### config.mk
export PLATFORM = sky130hd
export DESIGN_NAME = gpio_input_conditioner
export DESIGN_NICKNAME = d
export VERILOG_FILES = /design/src/rtl/gpio_input_conditioner.sv
export SDC_FILE = /design/constraint.sdc
export NUM_CORES = 1
export LEC_CHECK = 0
export BUFFER_PORTS_ARGS = -buffer_cell sky130_fd_sc_hd__buf_4
export CAP_MARGIN = 10
export CORE_ASPECT_RATIO = 0.75
export CORE_MARGIN = 2
export CORE_UTILIZATION = 50
export CTS_CLUSTER_SIZE = 24
export DETAILED_ROUTE_END_ITERATION = 7
export GPL_ROUTABILITY_DRIVEN = 0
export PLACE_DENSITY = 0.73
export SLEW_MARGIN = 40
export SYNTH_ARGS = -nofsm -noshare
export SYNTH_HDL_FRONTEND = slang
export SYNTH_SLANG_ARGS = --single-unit
### constraint.sdc
create_clock -name clk -period 3.5 [get_ports clk]
set_clock_uncertainty 0.1 [all_clocks]
set_input_delay 0.525 -clock clk [delete_from_list [all_inputs] [get_ports clk]]
set_output_delay 0.525 -clock clk [all_outputs]
set_load 0.1 [all_outputs]
### src/rtl/gpio_input_conditioner.sv
// Per-channel input conditioning: 2-flop synchroniser, consecutive-cycle debouncer and
// registered single-cycle rise/fall pulses for the project core.
module gpio_input_conditioner #(
    parameter  int WIDTH           = 8,
    parameter  int DEBOUNCE_CYCLES = 16,
    localparam int CNT_W           = $clog2(DEBOUNCE_CYCLES + 1)
) (
    input  logic             clk,
    input  logic             rst,
    input  logic             en,
    input  logic [WIDTH-1:0] pin_in,
    output logic [WIDTH-1:0] level_out,
    output logic [WIDTH-1:0] rise_pulse,
    output logic [WIDTH-1:0] fall_pulse,
    output logic             any_edge
);

    localparam logic [CNT_W-1:0] CNT_TC = CNT_W'(DEBOUNCE_CYCLES - 1);

    logic [WIDTH-1:0]            sync1_q, sync2_q;
    logic [WIDTH-1:0]            level_q, level_d;
    logic [WIDTH-1:0]            rise_q, rise_d;
    logic [WIDTH-1:0]            fall_q, fall_d;
    logic                        any_q, any_d;
    logic [WIDTH-1:0][CNT_W-1:0] cnt_q, cnt_d;

    always_comb begin
        level_d = level_q;
        rise_d  = '0;
        fall_d  = '0;
        cnt_d   = '0;
        if (en) begin
            for (int i = 0; i < WIDTH; i++) begin
                if (sync2_q[i] != level_q[i]) begin
                    if (cnt_q[i] == CNT_TC) begin
                        // Mismatch has persisted for the full window: accept it.
                        level_d[i] = sync2_q[i];
                        rise_d[i]  = sync2_q[i];
                        fall_d[i]  = ~sync2_q[i];
                    end else begin
                        cnt_d[i] = cnt_q[i] + 1'b1;
                    end
                end
            end
        end
        any_d = |(rise_d | fall_d);
    end

    always_ff @(posedge clk) begin
        if (rst) begin
            sync1_q <= '0;
            sync2_q <= '0;
            level_q <= '0;
            rise_q  <= '0;
            fall_q  <= '0;
            any_q   <= 1'b0;
            cnt_q   <= '0;
        end else begin
            sync1_q <= pin_in;
            sync2_q <= sync1_q;
            level_q <= level_d;
            rise_q  <= rise_d;
            fall_q  <= fall_d;
            any_q   <= any_d;
            cnt_q   <= cnt_d;
        end
    end

    assign level_out  = level_q;
    assign rise_pulse = rise_q;
    assign fall_pulse = fall_q;
    assign any_edge   = any_q;

endmodule

Yosys cells after proc, flatten, opt, wreduce, memory -nomap -nowiden --
Index checks and enable logic that the tools add are counted.
Storage, ports and cells: flip-flop bits (word level) 81, input port bits 11, output and inout port bits 25, logic and storage cells 114
Cells by class: $add $sub $neg 8, equality and inequality tests 16, muxes and demuxes 34, bitwise logic cells 18, reduce and logical (&&, ||, !) cells 17
Operators with widths (number):
- $add A5 B1 Y5 const B | 8
- $eq A5 B4 Y1 const B | 8
- $mux W1 | 32
- $reduce_or A4 Y1 | 8
- $reduce_and A3 Y1 | 8
- $not A1 Y1 | 17
- $mux W8 | 2
- $ne A1 B1 Y1 | 8
- $or A8 B8 Y8 | 1
- $reduce_or A8 Y1 | 1

Logic depth before layout (Yosys ltp) --
Gate-level depths: netlist (run 1).
depth in word-level cells 6, gate-level depth with buffers 7, mapped depth without buffers 7

Least setup slack after synthesis (run 1) --
OpenSTA, ideal clock, no wires.
kind register to register, start point reg level_q[4], in the netlist level_out[4], end point reg any_q, in the netlist any_edge, setup time 0.131 ns, data arrival time 1.774 ns, data required time 3.269 ns, setup slack 1.495 ns, cell stages (with the launch flop) 5, buffers on the path 0, period minus slack after synthesis 2.005 ns, cell sequence dfxtp_1 -> xor2_1 -> and3_1 -> nor4b_1 -> o22ai_1
Between the ends: word-level cells in the longest chain between the ends 5, elaborated cells on any way between the ends 7, those cells by class eq/ne: 1; mux: 4; bitwise: 1; reduce/logical: 1
RTL lines:
- start: declaration | RTL line 21 | logic [WIDTH-1:0] level_q, level_d;
- start signal: assignment | RTL line 61 | level_q <= level_d;
- $ne A1 B1 Y1 * | RTL line 34 | if (sync2_q[i] != level_q[i]) begin
- $mux W1 | RTL line 34
- $mux W8 | RTL line 32 | if (en) begin
- $or A8 B8 Y8 * | RTL line 46 | any_d = |(rise_d | fall_d);
- $reduce_or A8 Y1 * | RTL line 46
- end signal: assignment | RTL line 64 | any_q <= any_d;
- end: declaration | RTL line 24 | logic any_q, any_d;
Mark *: on every way between the ends. The rest lies on a longest branch, timed or not. A chain may end at the register's enable or synchronous reset.

Final worst setup path (run 1) --
start point reg cnt_q[25] (netlist name), end point reg any_q, in the netlist any_edge
Between the ends: word-level cells in the longest chain between the ends 6, elaborated cells on any way between the ends 9, those cells by class eq/ne: 1; mux: 6; bitwise: 1; reduce/logical: 1
RTL lines:
- start: declaration | RTL line 25 | logic [WIDTH-1:0][CNT_W-1:0] cnt_q, cnt_d;
- start signal: assignment | RTL line 65 | cnt_q <= cnt_d;
- $eq A5 B4 Y1 * | RTL line 35 | if (cnt_q[i] == CNT_TC) begin
- $mux W1 | RTL line 35
- $mux W1 | RTL line 34
- $mux W8 | RTL line 32
- $or A8 B8 Y8 * | RTL line 46
- $reduce_or A8 Y1 * | RTL line 46
Marked as above.

==> results of run 1 <==
## metrics by stage
step	utilization [%]	instance area, um2	total power [W]	std cells
after floorplan	-	2870	0.000982	284
after global placement	58.8	3200	0.000996	389
after detailed placement	58.8	3200	0.000996	389
after CTS	63.0	3420	0.00175	404
after global routing	63.0	3420	0.00180	404
final	63.0	3420	0.00173	404
## layout by cell type, fill, tap and decap left out
| cell type | n |
|---|---|
| dfxtp_1 | 81 |
| nor2_1 | 43 |
| buf_4 | 35 |
| nand2_1 | 20 |
| nor2b_1 | 17 |
| ha_1 | 16 |
| inv_1 | 15 |
| and3_1 | 14 |
| nand3_1 | 13 |
| xor2_1 | 13 |
| nor3b_1 | 12 |
| clkbuf_8 | 12 |
| xnor2_1 | 11 |
| a21oi_1 | 4 |
| nor3_1 | 4 |
| nand2b_1 | 3 |
| o21bai_1 | 3 |
| o22ai_1 | 2 |
| or3_1 | 2 |
| bufinv_16 | 2 |
| nand2b_4 | 1 |
| or3_4 | 1 |
| mux2i_1 | 1 |
| nor4b_1 | 1 |
| a211oi_1 | 1 |
| and2b_1 | 1 |
| clkbuf_1 | 1 |
## power groups by stage
stage          Combinational [W]  Clock (W)  Sequential [W]
2_1_floorplan          0.0000249          0        0.000957
3_3_place_gp           0.0000373          0        0.000958
3_5_place_dp           0.0000376          0        0.000959
4_1_cts                0.0000377   0.000777        0.000937
5_1_grt                0.0000418   0.000816        0.000938
6_report               0.0000373   0.000756        0.000937
## logic make-up (layout without fill, tap and decap cells)
family                     Yosys count  after routing  synth area share (%)
muxes                                1              1                 0.349
buffers and inverters               20             65                  3.05
adders and majority gates           16             16                  6.97
AOI/OAI and AO/OA                   10             10                  2.18
xor gates and xnor gates            24             24                  7.32
DFF                                 81             81                  56.5
and+or+nand+nor                    132            132                  23.6
## sequential cells by signal (all words and copies together), names as in the netlist
signal / count
any_edge: 1
cnt_q: 40
fall_pulse: 8
level_out: 8
rise_pulse: 8
sync1_q: 8
sync2_q: 8
## cell type report
type                       instances  area share (%)
inverter                          15            1.64
tap                               75            2.74
sequential                        81            47.4
clock inverter                     2            1.75
timing repair buffer              35            7.67
clock buffer                      13            4.93
multi-input combinational        183            33.9
## path summary, 6_finish.rpt
| path | startpoint | slack (ps) | end |
|---|---|---|---|
| worst max-delay path | cnt_q[25] | 1620 | any_edge |
| worst min-delay path | pin_in[1] | 290 | sync1_q[1] |
| worst min register to register | sync1_q[0] | 340 | sync2_q[0] |
| worst max register to register | cnt_q[25] | 1620 | any_edge |
## metal layers
metal / track usage (%) / wire (um)
met2: 23.9 / 1940
met3: 6.85 / 243
met4: 5.05 / 44
met5: 0 / 0
met1: 20.4 / 2290
## worst register-to-register path, stage by stage (launching register included)
cell	delay, ps
dfxtp_1	330
ha_1	220
and3_1	190
ha_1	200
and3_1	210
nor4b_1	400
o22ai_1	120
==> impl_metrics.py, run 1 <==
metrics = {
    "routing": {
        "num_vias": 1913,
        "drt_drc_violations_left": 0,
        "detail_route.wl_per_cell_um": 11.2,
        "viasPerCell": 4.74,
        "detail-route-antenna-nets": 0,
        "routed_wl_mm": 4.52,
        "initial_drt_markers": 62,
        "detailedRoute.firstPassIterationCount": 4,
    },
    "floorplanning": {
        "fp-row-count": 23,
        "io_count": 36,
        "fp.dieArea_um2": 6370,
        "core_area_um2": 5440,
        "fp.dieH_um": 69.6,
        "chipWidth_um": 91.5,
        "initial_utilization_pct": 52.8,
    },
    "cells_and_area": {
        "multi_input_area_um2": 1160,
        "fillerInstances": 464,
        "layout.nets": 352,
        "share_of_layout_cells_above_drive_strength_1_pct": 15.5,
        "num_antenna_cells": 0,
        "flow.area_growth_from_synthesis_pct": 19.3,
        "area_taken_by_flip_flops_and_latches_um2": 1620,
    },
    "setup_path": {
        "ff2ff_path_depth": 6,
        "path_cells": "ha_1 -> and3_1 -> ha_1 -> and3_1 -> nor4b_1 -> o22ai_1",
        "worst_path_max_delay_cell": "nor4b_1",
        "crit_family": "simple AND/OR/NAND/NOR gates",
        "worstPathBufferInverterCount": 0,
        "worstPathRequired_ps": 3620,
        "signal_arrival_time_at_the_worst_endpoint_ps": 2000,
        "crit_path_start_kind": "flop",
        "worst-setup-path-type": "reg -> reg",
        "end_kind": "flop",
        "worst-path-max-fanout": 3,
        "cpPeakStageDelay_ps": 400,
        "total_stage_count_of_the_critical_path": 6,
    },
    "cts": {
        "cts_tree": "yes",
        "cts_hold_buffers": 0,
        "numCtsBuffers": 9,
        "cts_num_sinks": 81,
        "clock_tree.buffer_depth": 2,
        "insertion_delay_ps": 340,
        "post_cts_resize_count": 0,
        "cts-root-buf": "clkbuf_8",
        "cts.htree.levels": 3,
        "clkSlewWorstSetupHoldPaths_ps": 80,
        "cts_setup_buffers": 0,
    },
    "pwr": {
        "power_switching_w": 0.000325,
        "clock_share_of_power_pct": 43.7,
        "static-leakage-power_nw": 1.43,
        "pwr_density_cell_nw_per_um2": 505,
        "p_sw_share_pct": 18.8,
        "power_frac_seq_pct": 54.2,
        "cellInternalPower_w": 0.00141,
        "power.combinational.fraction_pct": 2.2,
        "peakVddDrop_v": 0.000290,
    },
    "sta": {
        "post-route-worst-setup-slack_ps": 1620,
        "maxSlewHeadroom_pct": 74.2,
        "totalNegativeSetupSlack_ps": 0,
        "hold_slack_ps": 290,
        "grt_setup_unrepaired": "no",
        "max_freq_mhz": 532,
        "timing.final.max_slew_violations": 0,
        "final.period_utilization_pct": 53.7,
        "post-route-min-period_ps": 1880,
        "setup_violating_endpoint_count_in_the_final_report": 0,
        "hold_violations": 0,
        "max_slew.worst_pin.slew_ps": 381,
    },
    "synthesis": {
        "synth_fp_nets": 311,
        "synth_warnings": 0,
        "number_of_instances_in_the_synthesized_netlist": 284,
        "most_frequent_cell_after_synthesis": "dfxtp_1",
        "top_cells_by_instance_count_after_synthesis": "dfxtp_1 (81), nor2_1 (43), nand2_1 (20)",
        "postSynth.asyncResetShare_pct": 0,
        "syn-cell-area_um2": 2870,
        "synth.ff_latch_count": 81,
        "synth_top_cell_by_area": "dfxtp_1",
        "synth_ff_type": "dfxtp_1",
        "syn_area_per_cell_um2": 10.1,
        "ys_seq_area_share_pct": 56.5,
        "synth_top_area_share_pct": 56.5,
        "synth.area.top_cells": "dfxtp_1 (56%), ha_1 (7.0%), nor2_1 (5.6%)",
        "number_of_distinct_library_cells_after_synthesis": 28,
        "synth_edf_count": 0,
    },
    "global_route": {
        "leftover_overflow_at_the_end_of_global_routing": 0,
        "grt_pass1_wl_mm": 7.90,
        "first_global_vias": 1774,
        "antenna_found_initial": 0,
        "grt_start_max_net_pins": 33,
        "track_usage_pct": 15.8,
    },
    "hold_path": {
        "worstHoldPathCells": 2,
        "hold_path_class": "in -> reg",
    },
    "outcome": {
        "status": "finished, final reports clean",
    },
    "placed_design": {
        "numPortBuffers": 35,
        "hpwlAfterDp_mm": 3.21,
        "worst_setup_slack_before_clock_tree_synthesis_ps": 1620,
    },
    "flow_run": {
        "max-cap-violations": 0,
    },
}
Power figures use the tool's default switching activity.
==> inputs of run 2 (changes only) <==
ABC_AREA = 1   (was not set)
clock period = 1.8 ns   (was 3.5 ns; I/O delays follow)
==> run 2 against run 1 <==
Against the previous run:
- core utilization is 1.3 points lower
- flip-flop and latch count did not move
- hold slack got worse by 260 ps
- synthesized cell count is 23% higher
- non-clock buffer count stayed put
- count of clock-buffer cells in the layout is 2 lower
- area after synthesis rose by 6.6%
- final cell count rose by 16%
- largest cell class unchanged
- highest routed layer unchanged
==> impl_metrics.py, run 2 <==
metrics = {
    "cts": {
        "cts_tree": "yes",
        "clock_tree.buffer_depth": 2,
        "cts-root-buf": "clkbuf_8",
        "insertion_delay_ps": 340,
        "cts_setup_buffers": 0,
        "numCtsBuffers": 9,
        "cts.htree.levels": 3,
        "post_cts_resize_count": 0,
        "cts_hold_buffers": 0,
        "cts_num_sinks": 81,
        "clkSlewWorstSetupHoldPaths_ps": 80,
    },
    "sta": {
        "grt_setup_unrepaired": "no",
        "post-route-min-period_ps": 1560,
        "final.period_utilization_pct": 86.6,
        "timing.final.max_slew_violations": 0,
        "post-route-worst-setup-slack_ps": 241,
        "maxSlewHeadroom_pct": 65.3,
        "totalNegativeSetupSlack_ps": 0,
        "max_slew.worst_pin.slew_ps": 521,
        "hold_violations": 0,
        "max_freq_mhz": 642,
        "setup_violating_endpoint_count_in_the_final_report": 0,
    },
    "setup_path": {
        "worst-path-max-fanout": 5,
        "rrSetupSlack_ps": 240,
        "end_kind": "flop",
        "ff2ff_path_depth": 7,
        "regToRegStartpoint": "cnt_q[25]",
        "critical_path.reg2reg.endpoint": "cnt_q[27]",
        "cpPeakStageDelay_ps": 330,
        "signal_arrival_time_at_the_worst_endpoint_ps": 1730,
        "path_cells": "ha_1 -> nand2_1 -> nor2_1 -> ha_1 -> nor2_1 -> nand4_2 -> nor3b_2",
        "worst-setup-path-type": "reg -> reg",
        "worstPathRequired_ps": 1970,
        "crit_path_start_kind": "flop",
        "worst_path_max_delay_cell": "dfxtp_1",
    },
    "routing": {
        "detailedRoute.firstPassIterationCount": 4,
        "initial_drt_markers": 98,
        "drt_drc_violations_left": 0,
        "detail-route-antenna-nets": 0,
        "num_vias": 2154,
        "viasPerCell": 4.58,
        "routed_wl_mm": 4.80,
        "detail_route.wl_per_cell_um": 10.2,
    },
    "pwr": {
        "pwr_density_cell_nw_per_um2": 961,
        "peakVddDrop_v": 0.000908,
        "static-leakage-power_nw": 1.50,
        "total_power_w": 0.00347,
    },
    "cells_and_area": {
        "leading_cell_types_in_the_layout_fill_and_taps_excluded": "dfxtp_1 (81), nor2_1 (80), inv_1 (55)",
        "layout_commonest_cell": "dfxtp_1",
        "fillerInstances": 504,
        "share_of_layout_cells_above_drive_strength_1_pct": 19.4,
        "most_flop_heavy_register": "cnt_q",
        "final_cell_area_um2": 3610,
        "largest_reg_flops": 40,
        "flow.area_growth_from_synthesis_pct": 18.1,
        "stdcell_count": 470,
        "layout.nets": 414,
        "num_antenna_cells": 0,
    },
    "global_route": {
        "first_global_vias": 1980,
        "leftover_overflow_at_the_end_of_global_routing": 0,
        "grt_pass1_wl_mm": 8.38,
        "antenna_found_initial": 0,
        "grt_start_max_net_pins": 50,
        "track_usage_pct": 16.1,
    },
    "synthesis": {
        "top_cells_by_instance_count_after_synthesis": "dfxtp_1 (81), nor2_1 (80), inv_1 (55)",
        "synth_top_area_share_pct": 53.0,
        "synth_warnings": 0,
        "number_of_instances_in_the_synthesized_netlist": 348,
        "most_frequent_cell_after_synthesis": "dfxtp_1",
        "synth_ff_type": "dfxtp_1",
        "synth_top_cell_by_area": "dfxtp_1",
        "ys_seq_area_share_pct": 53.0,
        "syn_area_per_cell_um2": 8.79,
        "synth_edf_count": 0,
        "synth_fp_nets": 375,
        "postSynth.asyncResetShare_pct": 0,
        "synth.ff_latch_count": 81,
        "synth.area.top_cells": "dfxtp_1 (53%), nor2_1 (9.8%), inv_1 (6.7%)",
        "syn-cell-area_um2": 3060,
        "number_of_distinct_library_cells_after_synthesis": 21,
    },
    "placed_design": {
        "numPlacedInstances": 454,
        "worst_setup_slack_before_clock_tree_synthesis_ps": 252,
        "numPortBuffers": 35,
        "hpwlAfterDp_mm": 3.52,
        "placedInstanceArea_um2": 3370,
    },
    "outcome": {
        "status": "finished, final reports clean",
    },
    "floorplanning": {
        "chipWidth_um": 94.3,
        "fp.dieArea_um2": 6770,
        "initial_utilization_pct": 52.2,
        "io_count": 36,
        "core_area_um2": 5860,
        "fp.dieH_um": 71.7,
        "fp-row-count": 24,
    },
    "hold_path": {
        "holdCritStartpoint": "pin_in[7]",
        "worstHoldPathCells": 3,
        "holdPathEnd": "sync1_q[7]",
        "hold_path_class": "in -> reg",
    },
    "flow_run": {
        "max-cap-violations": 0,
    },
}
==> run 2: cell types whose count changed after synthesis, sizes merged, moves of 4 or more <==
cell | previous run | this run
xnor2 | 11 | 0
xor2 | 13 | 8
nor3b | 12 | 8
nand2 | 20 | 39
and3 | 14 | 0
nor3 | 4 | 8
nand2b | 4 | 0
nor2b | 17 | 0
nand4 | 0 | 18
a21oi | 4 | 9
inv | 15 | 56
nor2 | 43 | 86
==> run 2: worst max-delay path: cells and delay by family (launching register included) <==
kind	cells	cell delay, ps
fa+ha+maj	2	410
flops	1	330
simple gates	5	650
==> run 2: per-layer routing <==
metal  part of all wire, %  track usage [%]  vias up
met2                    46             26.0       29
met5                     0                0        -
li1                      -                -     1162
met3                   4.3             6.31       11
met1                    48             19.6      952
met4                   1.9             6.12        0
==> run 2: per-stage QoR <==
step | hold slack [ps] | util, %
after floorplan | 277 | -
after CTS | 10.2 | 61.7
final | 28.5 | 61.7
after global routing | 29.5 | 61.7
after detailed placement | 295 | 57.5
after global placement | 292 | 57.5
==> run 2: how the worst max path moves through the flow <==
stage / startpoint / endpoint / slack [ps] / cells past startpoint
6_report: cnt_q[25] / cnt_q[27] / 240 / 7
5_1_grt: cnt_q[5] / any_edge / 60 / 8
4_1_cts: cnt_q[5] / any_edge / 240 / 8
3_5_place_dp: cnt_q[30] / cnt_q[32] / 250 / 7
3_3_place_gp: cnt_q[5] / any_edge / 290 / 8
2_1_floorplan: level_out[1] / any_edge / 20 / 6
==> run 2: cell type report <==
cell class              instances  area [um2]  area share (%)
clock buffers                  11         141            3.91
clock inverters                 5         103            2.84
inverters                      56         210            5.82
multi-input cells             204        1180            32.6
flip-flops and latches         81        1620            44.9
well taps                      78        97.6            2.70
repair buffers                 35         263            7.27
==> run 2: logic make-up (layout without fill, tap and decap cells) <==
| logic type | Yosys count | in the layout | share of synthesized area (%) |
|---|---|---|---|
| xor gates and xnor gates | 8 | 8 | 2.29 |
| DFF | 81 | 81 | 53.0 |
| buffers and inverters | 63 | 107 | 8.51 |
| AOI/OAI and AO/OA | 9 | 9 | 1.60 |
| adders and majority gates | 16 | 16 | 6.54 |
| and+or+nand+nor | 171 | 171 | 28.1 |
==> run 2: power breakdown <==
group | switching (W) | internal, W | leakage (nW) | total (W)
Combinational | 0.0000570 | 0.0000305 | 0.722 | 0.0000874
Clock | 0.000607 | 0.000957 | 0.120 | 0.00156
Sequential | 0.0000117 | 0.00181 | 0.656 | 0.00182
